<file path="config.mk">
export PLATFORM = sky130hd
export DESIGN_NAME = branch_update_ctrl
export DESIGN_NICKNAME = d
export VERILOG_FILES = /design/src/rtl/branch_update_ctrl.sv
export SDC_FILE = /design/constraint.sdc
export NUM_CORES = 1
export LEC_CHECK = 0
export BUFFER_PORTS_ARGS = -buffer_cell sky130_fd_sc_hd__buf_2
export CORE_AREA = 2 2 114 116
export CTS_CLUSTER_SIZE = 28
export DETAILED_ROUTE_END_ITERATION = 10
export DIE_AREA = 0 0 116 118
export HOLD_SLACK_MARGIN = 0.03
export PLACE_DENSITY = 0.78
export RECOVER_POWER = 100
export SKIP_LAST_GASP = 1
export SYNTH_ARGS = -nofsm -noshare
export SYNTH_HDL_FRONTEND = slang
export SYNTH_SLANG_ARGS = --single-unit
</file>
<file path="constraint.sdc">
create_clock -name clk -period 6.5 [get_ports clk]
set_input_delay 1.625 -clock clk [delete_from_list [all_inputs] [get_ports clk]]
set_output_delay 1.625 -clock clk [all_outputs]
set_load 0.02 [all_outputs]
</file>
<file path="src/rtl/branch_update_ctrl.sv">
// -----------------------------------------------------------------------------
// branch_update_ctrl
//
// Owns the branch predictor's single table write port. Resolved-branch
// updates from MEM are buffered in a small FIFO and drained one per cycle
// whenever the port is free. An invalidation request (fence.i / context
// switch) flushes the FIFO and walks every table index, clearing it.
//
// Optional feature macro: BRANCH_UPDATE_STATS_EN
//   defined   : drop_cnt counts updates lost to a full FIFO (saturating).
//   undefined : drop_cnt is tied to 0.
//
// Ports
//   clk            clock
//   nrst           synchronous active-low reset
//   mem_branch     resolved branch/jump valid in MEM
//   mem_pc         PC of the resolved instruction
//   mem_taken      resolved direction
//   mem_target_res resolved target
//   inv_req        one-cycle request for a full table invalidate
//   wr_busy        predictor write port unavailable this cycle
//   wr_en          table write strobe
//   wr_idx         table index to write
//   wr_clear       write resets the entry (strong not-taken, target 0)
//   wr_taken       direction for the counter update (0 when clearing)
//   wr_target      target to store (0 when clearing)
//   inv_busy       walk in progress; fetch must predict not-taken
//   inv_done       one-cycle pulse when the walk completes
//   fifo_full      update FIFO full
//   drop_cnt       dropped-update count
// -----------------------------------------------------------------------------
module branch_update_ctrl #(
   parameter int BTB_BITS       = 5,
   parameter int UPD_DEPTH_BITS = 2
) (
   input  logic                clk,
   input  logic                nrst,
   input  logic                mem_branch,
   input  logic [31:0]         mem_pc,
   input  logic                mem_taken,
   input  logic [31:0]         mem_target_res,
   input  logic                inv_req,
   input  logic                wr_busy,
   output logic                wr_en,
   output logic [BTB_BITS-1:0] wr_idx,
   output logic                wr_clear,
   output logic                wr_taken,
   output logic [31:0]         wr_target,
   output logic                inv_busy,
   output logic                inv_done,
   output logic                fifo_full,
   output logic [15:0]         drop_cnt
);

   localparam int DEPTH = 1 << UPD_DEPTH_BITS;
   localparam logic [BTB_BITS-1:0] LAST_IDX = '1;

   typedef enum logic {IDLE, CLEAR} state_e;

   typedef struct packed {
      logic [BTB_BITS-1:0] idx;
      logic                taken;
      logic [31:0]         target;
   } upd_t;

   state_e                state_q, state_d;
   logic [BTB_BITS-1:0]   walk_q, walk_d;
   logic                  done_q, done_d;
   // One extra pointer bit distinguishes full (MSBs differ) from empty.
   logic [UPD_DEPTH_BITS:0] wptr_q, wptr_d, rptr_q, rptr_d;
   upd_t                  fifo_q [DEPTH];

   logic fifo_empty;
   logic pop;
   logic push;
   upd_t head;

   // Only the index bits of the PC reach the table.
   logic unused_pc;
   assign unused_pc = ^{mem_pc[31:BTB_BITS+2], mem_pc[1:0]};

   assign fifo_empty = (wptr_q == rptr_q);
   assign fifo_full  = (wptr_q[UPD_DEPTH_BITS] != rptr_q[UPD_DEPTH_BITS]) &&
                       (wptr_q[UPD_DEPTH_BITS-1:0] == rptr_q[UPD_DEPTH_BITS-1:0]);
   assign head       = fifo_q[rptr_q[UPD_DEPTH_BITS-1:0]];
   assign pop        = (state_q == IDLE) && !fifo_empty && !wr_busy;
   assign inv_done   = done_q;

   // NOTE: every signal written here gets a default first so no latch is inferred.
   always_comb begin
      state_d   = state_q;
      walk_d    = walk_q;
      wptr_d    = wptr_q;
      rptr_d    = rptr_q;
      done_d    = 1'b0;
      push      = 1'b0;
      wr_en     = 1'b0;
      wr_idx    = '0;
      wr_clear  = 1'b0;
      wr_taken  = 1'b0;
      wr_target = '0;
      inv_busy  = 1'b0;

      unique case (state_q)
         IDLE: begin
            wr_en = pop;
            if (pop) begin
               wr_idx    = head.idx;
               wr_taken  = head.taken;
               wr_target = head.target;
            end
            if (inv_req) begin
               // Queued updates describe the old context; throw them away,
               // along with any branch arriving this cycle.
               state_d = CLEAR;
               walk_d  = '0;
               wptr_d  = '0;
               rptr_d  = '0;
            end else begin
               if (pop) rptr_d = rptr_q + 1'b1;
               // A full FIFO still accepts a push when the head leaves this cycle.
               if (mem_branch && (!fifo_full || pop)) begin
                  push   = 1'b1;
                  wptr_d = wptr_q + 1'b1;
               end
            end
         end

         CLEAR: begin
            inv_busy = 1'b1;
            wr_clear = 1'b1;
            wr_en    = !wr_busy;
            wr_idx   = walk_q;
            if (inv_req) begin
               walk_d = '0;
            end else if (!wr_busy) begin
               if (walk_q == LAST_IDX) begin
                  state_d = IDLE;
                  walk_d  = '0;
                  done_d  = 1'b1;
               end else begin
                  walk_d = walk_q + 1'b1;
               end
            end
         end

         default: state_d = IDLE;
      endcase
   end

   // NOTE: sequential state uses non-blocking assignments so every register
   // samples pre-edge values regardless of block ordering.
   always_ff @(posedge clk) begin
      if (!nrst) begin
         state_q <= IDLE;
         walk_q  <= '0;
         done_q  <= 1'b0;
         wptr_q  <= '0;
         rptr_q  <= '0;
      end else begin
         state_q <= state_d;
         walk_q  <= walk_d;
         done_q  <= done_d;
         wptr_q  <= wptr_d;
         rptr_q  <= rptr_d;
      end
   end

   // NOTE: FIFO storage is not reset; the pointers alone define which
   // entries are valid, so resetting the array would only cost flops.
   always_ff @(posedge clk) begin
      if (push) begin
         fifo_q[wptr_q[UPD_DEPTH_BITS-1:0]] <= '{idx:    mem_pc[BTB_BITS+1:2],
                                                taken:  mem_taken,
                                                target: mem_target_res};
      end
   end

`ifdef BRANCH_UPDATE_STATS_EN
   logic        drop;
   logic [15:0] drop_cnt_q;

   // A drop is a push refused by a full FIFO; branches discarded by an
   // invalidate or during the walk are not drops.
   assign drop = (state_q == IDLE) && !inv_req && mem_branch && fifo_full && !pop;

   always_ff @(posedge clk) begin
      if (!nrst) begin
         drop_cnt_q <= '0;
      end else if (drop && (drop_cnt_q != 16'hFFFF)) begin
         drop_cnt_q <= drop_cnt_q + 16'd1;
      end
   end

   assign drop_cnt = drop_cnt_q;
`else
   assign drop_cnt = '0;
`endif

endmodule

</file>
## After elaboration in Yosys (flattened, before gate mapping)

Memory sizes are Yosys's and may differ from the RTL's. A register that Yosys moved wholly into a read port is not among the register bits.
Cells that the tools add are included.

- Bits of input ports: 70
- Register bits after elaboration: 13
- RAM bits: 152
- Logic and storage cells: 61
- Memories: 1

Memory list:

| memory | depth | bits a word | read ports | clocked after Yosys merged registers in | write ports | line | text |
|---|---|---|---|---|---|---|---|
| fifo_q | 4 | 38 | 1 | 1 | 1 | 71 | `upd_t fifo_q [DEPTH];` |

- Equal/unequal tests: 6
- Reduce and logical (&&, ||, !) cells: 14
- $add $sub $neg: 3
- Muxes and demuxes: 30
- Bitwise gates (word level): 2

Operator list:

| kind | count |
|---|---|
| 2-to-1 mux 32 bit | 2 |
| 2-to-1 mux 5 bit | 5 |
| one-hot mux 5 bit (2 select lines) | 2 |
| 2-to-1 mux 1 bit | 13 |
| 2-to-1 mux 3 bit | 4 |
| adder 3 x 1 -> 3 bit, second input constant | 2 |
| AND reduction 2 bit | 3 |
| adder 5 x 1 -> 5 bit, second input constant | 1 |
| equality test 5 bit, second input constant | 1 |
| logical AND 1 bit | 4 |
| 2-to-1 mux 2 bit | 2 |
| one-hot mux 1 bit (2 select lines) | 2 |
| nonzero test 2 bit | 2 |
| OR reduction 4 bit | 1 |
| equality test 3 bit | 1 |
| logical NOT 1 bit | 3 |
| inequality test 3 bit, second input constant | 1 |
| equality test 2 bit | 1 |
| inequality test 2 bit, second input constant | 1 |
| NOT 1 bit | 2 |
| logical OR 1 bit | 1 |
| inequality test 1 bit | 1 |

## Depth between registers and ports, before layout

- Depth after elaboration: 11
- Mapped depth: 6

## Worst setup path before layout

Ideal clock, no wire load.

- Path kind: input -> register
- Start: in wr_busy
- End: mem fifo_q[3][0] (netlist bit), enable pin
- Stages: 3
- Buffers on the path: 0
- Setup slack: 0.507 ns
- Arrival: 5.465 ns
- Path through: inv_1 > o41ai_4 > nor4_1

- Cells in the longest elaborated chain, start to end: 9

RTL lines:

| what | line | text |
|---|---|---|
| from (decl) | 43 | `input logic wr_busy,` |
| logical NOT 1 bit | - |  |
| logical AND 1 bit | 86 | `assign pop = (state_q == IDLE) && !fifo_empty && !wr_busy;` |
| logical OR 1 bit | 122 | `if (mem_branch && (!fifo_full \|\| pop)) begin` |
| logical AND 1 bit | 122 |  |
| 2-to-1 mux 1 bit | 122 |  |
| 2-to-1 mux 1 bit | 112 | `if (inv_req) begin` |
| 2-to-1 mux 1 bit | 104 | `unique case (state_q)` |
| 2-to-1 mux 1 bit | 172 | `if (push) begin` |
| 2-to-1 mux 1 bit (not written as such) | 173 | `fifo_q[wptr_q[UPD_DEPTH_BITS-1:0]] <= '{idx: mem_pc[BTB_BITS+1:2],` |
| to (decl) | 71 |  |

Every way passes these cells.

## Worst setup path after layout

- Start: in wr_busy
- End: mem fifo_q[2][14] (netlist bit), enable pin

Same word-level chain as after synthesis.

==> results.py <==
metrics = {
    "synth": {
        "ys_async_sr_fraction_pct": 0,
        "yosysUniqueCellTypes": 39,
        "synth_enable_flop_cells": 152,
        "yosysTopAreaCell": "edfxtp_1",
        "ys_seq_elements": 167,
        "yosys_warnings": 0,
        "yosysSeqAreaShare_pct": 72.6,
        "synth.most_common_cell": "edfxtp_1",
        "syn_inst": 352,
        "synth_area_um2": 6710,
        "synth.avg_cell_area_um2": 19.0,
        "synth_common_cells": "edfxtp_1, mux4_2, and2_1",
        "synth_top_area_share_pct": 68.1,
        "yosys-top-cells-area": "edfxtp_1, mux4_2, dfxtp_1, and2_1, buf_4",
        "synthFlopType": "edfxtp_1",
    },
    "clock_network": {
        "postCtsSetupBuffers": 0,
        "htreeDepth": 4,
        "clockBufferDepth": 2,
        "cts_tree": "built",
        "root_buffer": "clkbuf_16",
        "cts_resized": 0,
        "cts_buffers": 17,
        "cts_sinks": 167,
        "cts_hold_buf": 0,
        "clk_pin_slew_ns": 0.06,
        "clkLatencyLatePin_ns": 0.42,
    },
    "power_and_ir_drop": {
        "pwr-share-clk_pct": 42.7,
        "p_sw_share_pct": 19.4,
        "power_density_nw_per_um2": 292,
        "power.internal_uw": 1810,
        "leakagePower_uw": 0.00251,
        "ir_drop_mv": 0.203,
        "sequentialPowerShare_pct": 53.3,
        "power_frac_comb_pct": 4.0,
        "p_switching_uw": 438,
    },
    "setup_path": {
        "critPathRequiredTime_ns": 6.19,
        "slowest_delay_ns": 1.32,
        "arrival_ns": 4.38,
        "critPathKind": "in2reg",
        "cp_slowest_cell": "and2_0",
        "cp_max_fo": 38,
        "startpoint_type": "input pin",
        "end_kind": "register",
        "path_cells": "clkbuf_1, inv_1, o41ai_1, nor3_1, and2_0",
    },
    "sta": {
        "tns_ns": 0,
        "fmax_mhz": 213,
        "hold_violations": 0,
        "min_period_ns": 4.69,
        "setup_viol": 0,
        "relSlewSlack_pct": -95.8,
        "worstMarginPinSlew_ns": 2.94,
        "timing.final.max_slew_violations": 156,
        "fin_worst_skew_ns": 0.00557,
        "holdWs_ns": 0.517,
        "finalCritPeriodShare_pct": 72.2,
        "rsz0062_at_grt": "no",
    },
    "drt": {
        "drcViolationCount": 0,
        "drtIter0Drc": 252,
        "drt_wl_total_um": 11600,
        "firstDrtPassIters": 5,
        "wire_per_inst_um": 18.4,
        "final_antenna_net_count": 0,
        "vias": 3379,
        "via_per_inst": 5.39,
    },
    "floorplanning": {
        "die_area_um2": 13700,
        "rows": 41,
        "die_w_um": 116,
        "io-pin-count": 129,
        "core_um2": 12400,
        "die_h_um": 118,
        "initial_core_util_pct": 54.0,
    },
    "finish": {
        "final_util_pct": 62.1,
        "diodes": 0,
        "area_delta_synth_final_pct": 14.9,
        "drive_above_1_share_pct": 20.0,
        "final_cells": 627,
        "nets": 519,
        "num-fill-cells": 942,
    },
    "grt": {
        "antenna_found_initial": 0,
        "grt_overflow_total": 0,
        "grt_start_max_net_pins": 40,
        "grt_pass1_vias": 3465,
        "track_usage_pct": 18.1,
        "grt_pass1_wl_um": 17900,
    },
    "place": {
        "dp_hpwl_um": 6570,
        "port-buffer-count": 85,
        "gp_congestion": 0.817,
        "placed_cells": 595,
    },
    "run_status": {
        "violations": "capacitance limit, slew limit",
        "status": "finished with violations",
    },
    "run": {
        "max_cap_viol_count": 4,
    },
    "min_path": {
        "hold_path_class": "reg2reg",
    },
}
-- critical path, delay by kind of cell --
family                 cells  cell delay [ns]
buffers and inverters      2             0.34
and+or+nand+nor            2             1.47
AOI/OAI and AO/OA          1             0.93
-- cell usage in the layout (no fill, tap or decap), drive strengths merged, types with 5 or more instances in the layout --
cell	instances
edfxtp	152
clkbuf	85
mux4	38
and2	36
buf	21
conb	16
dfxtp	15
inv	9
clkinv	9
ha	7
nor3	6
nand2	6
a21oi	6
a22o	5
-- per-stage QoR --
stage | setup WS, ns | total power (uW) | area, um^2
floorplan | 0.507 | 1280 | 6760
global placement | 2.00 | 1310 | 7250
detailed placement | 1.99 | 1320 | 7250
CTS | 1.99 | 2280 | 7820
global route | 1.53 | 2330 | 7710
finish | 1.81 | 2250 | 7710
-- cell type report --
class,count,area [um^2],share of cell area (%)
Sequential cell,167,4870,63.2
Timing Repair Buffer,87,355,4.61
Tap cell,172,215,2.79
Inverter,9,33.8,0.438
Clock inverter,13,136,1.77
Clock buffer,19,433,5.62
Multi-Input combinational cell,160,1660,21.6
-- final timing paths --
| path | from | end | slack, ns | cells after the start |
|---|---|---|---|---|
| min reg2reg | rptr_q[2]$_SDFFE_PN0P_ | rptr_q[2]$_SDFFE_PN0P_ | 0.52 | 2 |
| max | wr_busy | fifo_q[2][14]$_DFFE_PP_ | 1.81 | 5 |
| min | rptr_q[2]$_SDFFE_PN0P_ | rptr_q[2]$_SDFFE_PN0P_ | 0.52 | 2 |
| max reg2reg | wptr_q[0]$_SDFFE_PN0P_ | fifo_q[2][14]$_DFFE_PP_ | 2.60 | 4 |
-- kinds of logic after synthesis --
logic type	synth area share [%]
compound gates	3.27
xor+xnor	0.765
other cells	0.0559
buf+inv	3.40
mux	13.1
simple gates	5.60
flops	72.6
fa+ha+maj	1.31
-- flip-flops by register name (all words and copies together), names as in the netlist, named ones only --
register,flops
fifo_q,152
walk_q,5
rptr_q,3
wptr_q,3
inv_done,1
state_q,1
-- power groups by stage --
stage / clock [uW] / sequential [uW] / combinational, uW
after floorplan: 0 / 1220 / 68.8
after global placement: 0 / 1220 / 94.1
after detailed placement: 0 / 1220 / 97.2
after CTS: 985 / 1200 / 97.9
after global routing: 1030 / 1200 / 99.5
final: 962 / 1200 / 90.9
-- layer usage --
layer | global-route usage (%) | wire length [um] | up-vias
li1 | - | - | 1546
met1 | 23.6 | 4850 | 1719
met2 | 28.3 | 5830 | 100
met3 | 5.92 | 717 | 14
met4 | 7.44 | 169 | 0
met5 | 0 | 0 | -
Power figures use the tool's default switching activity.
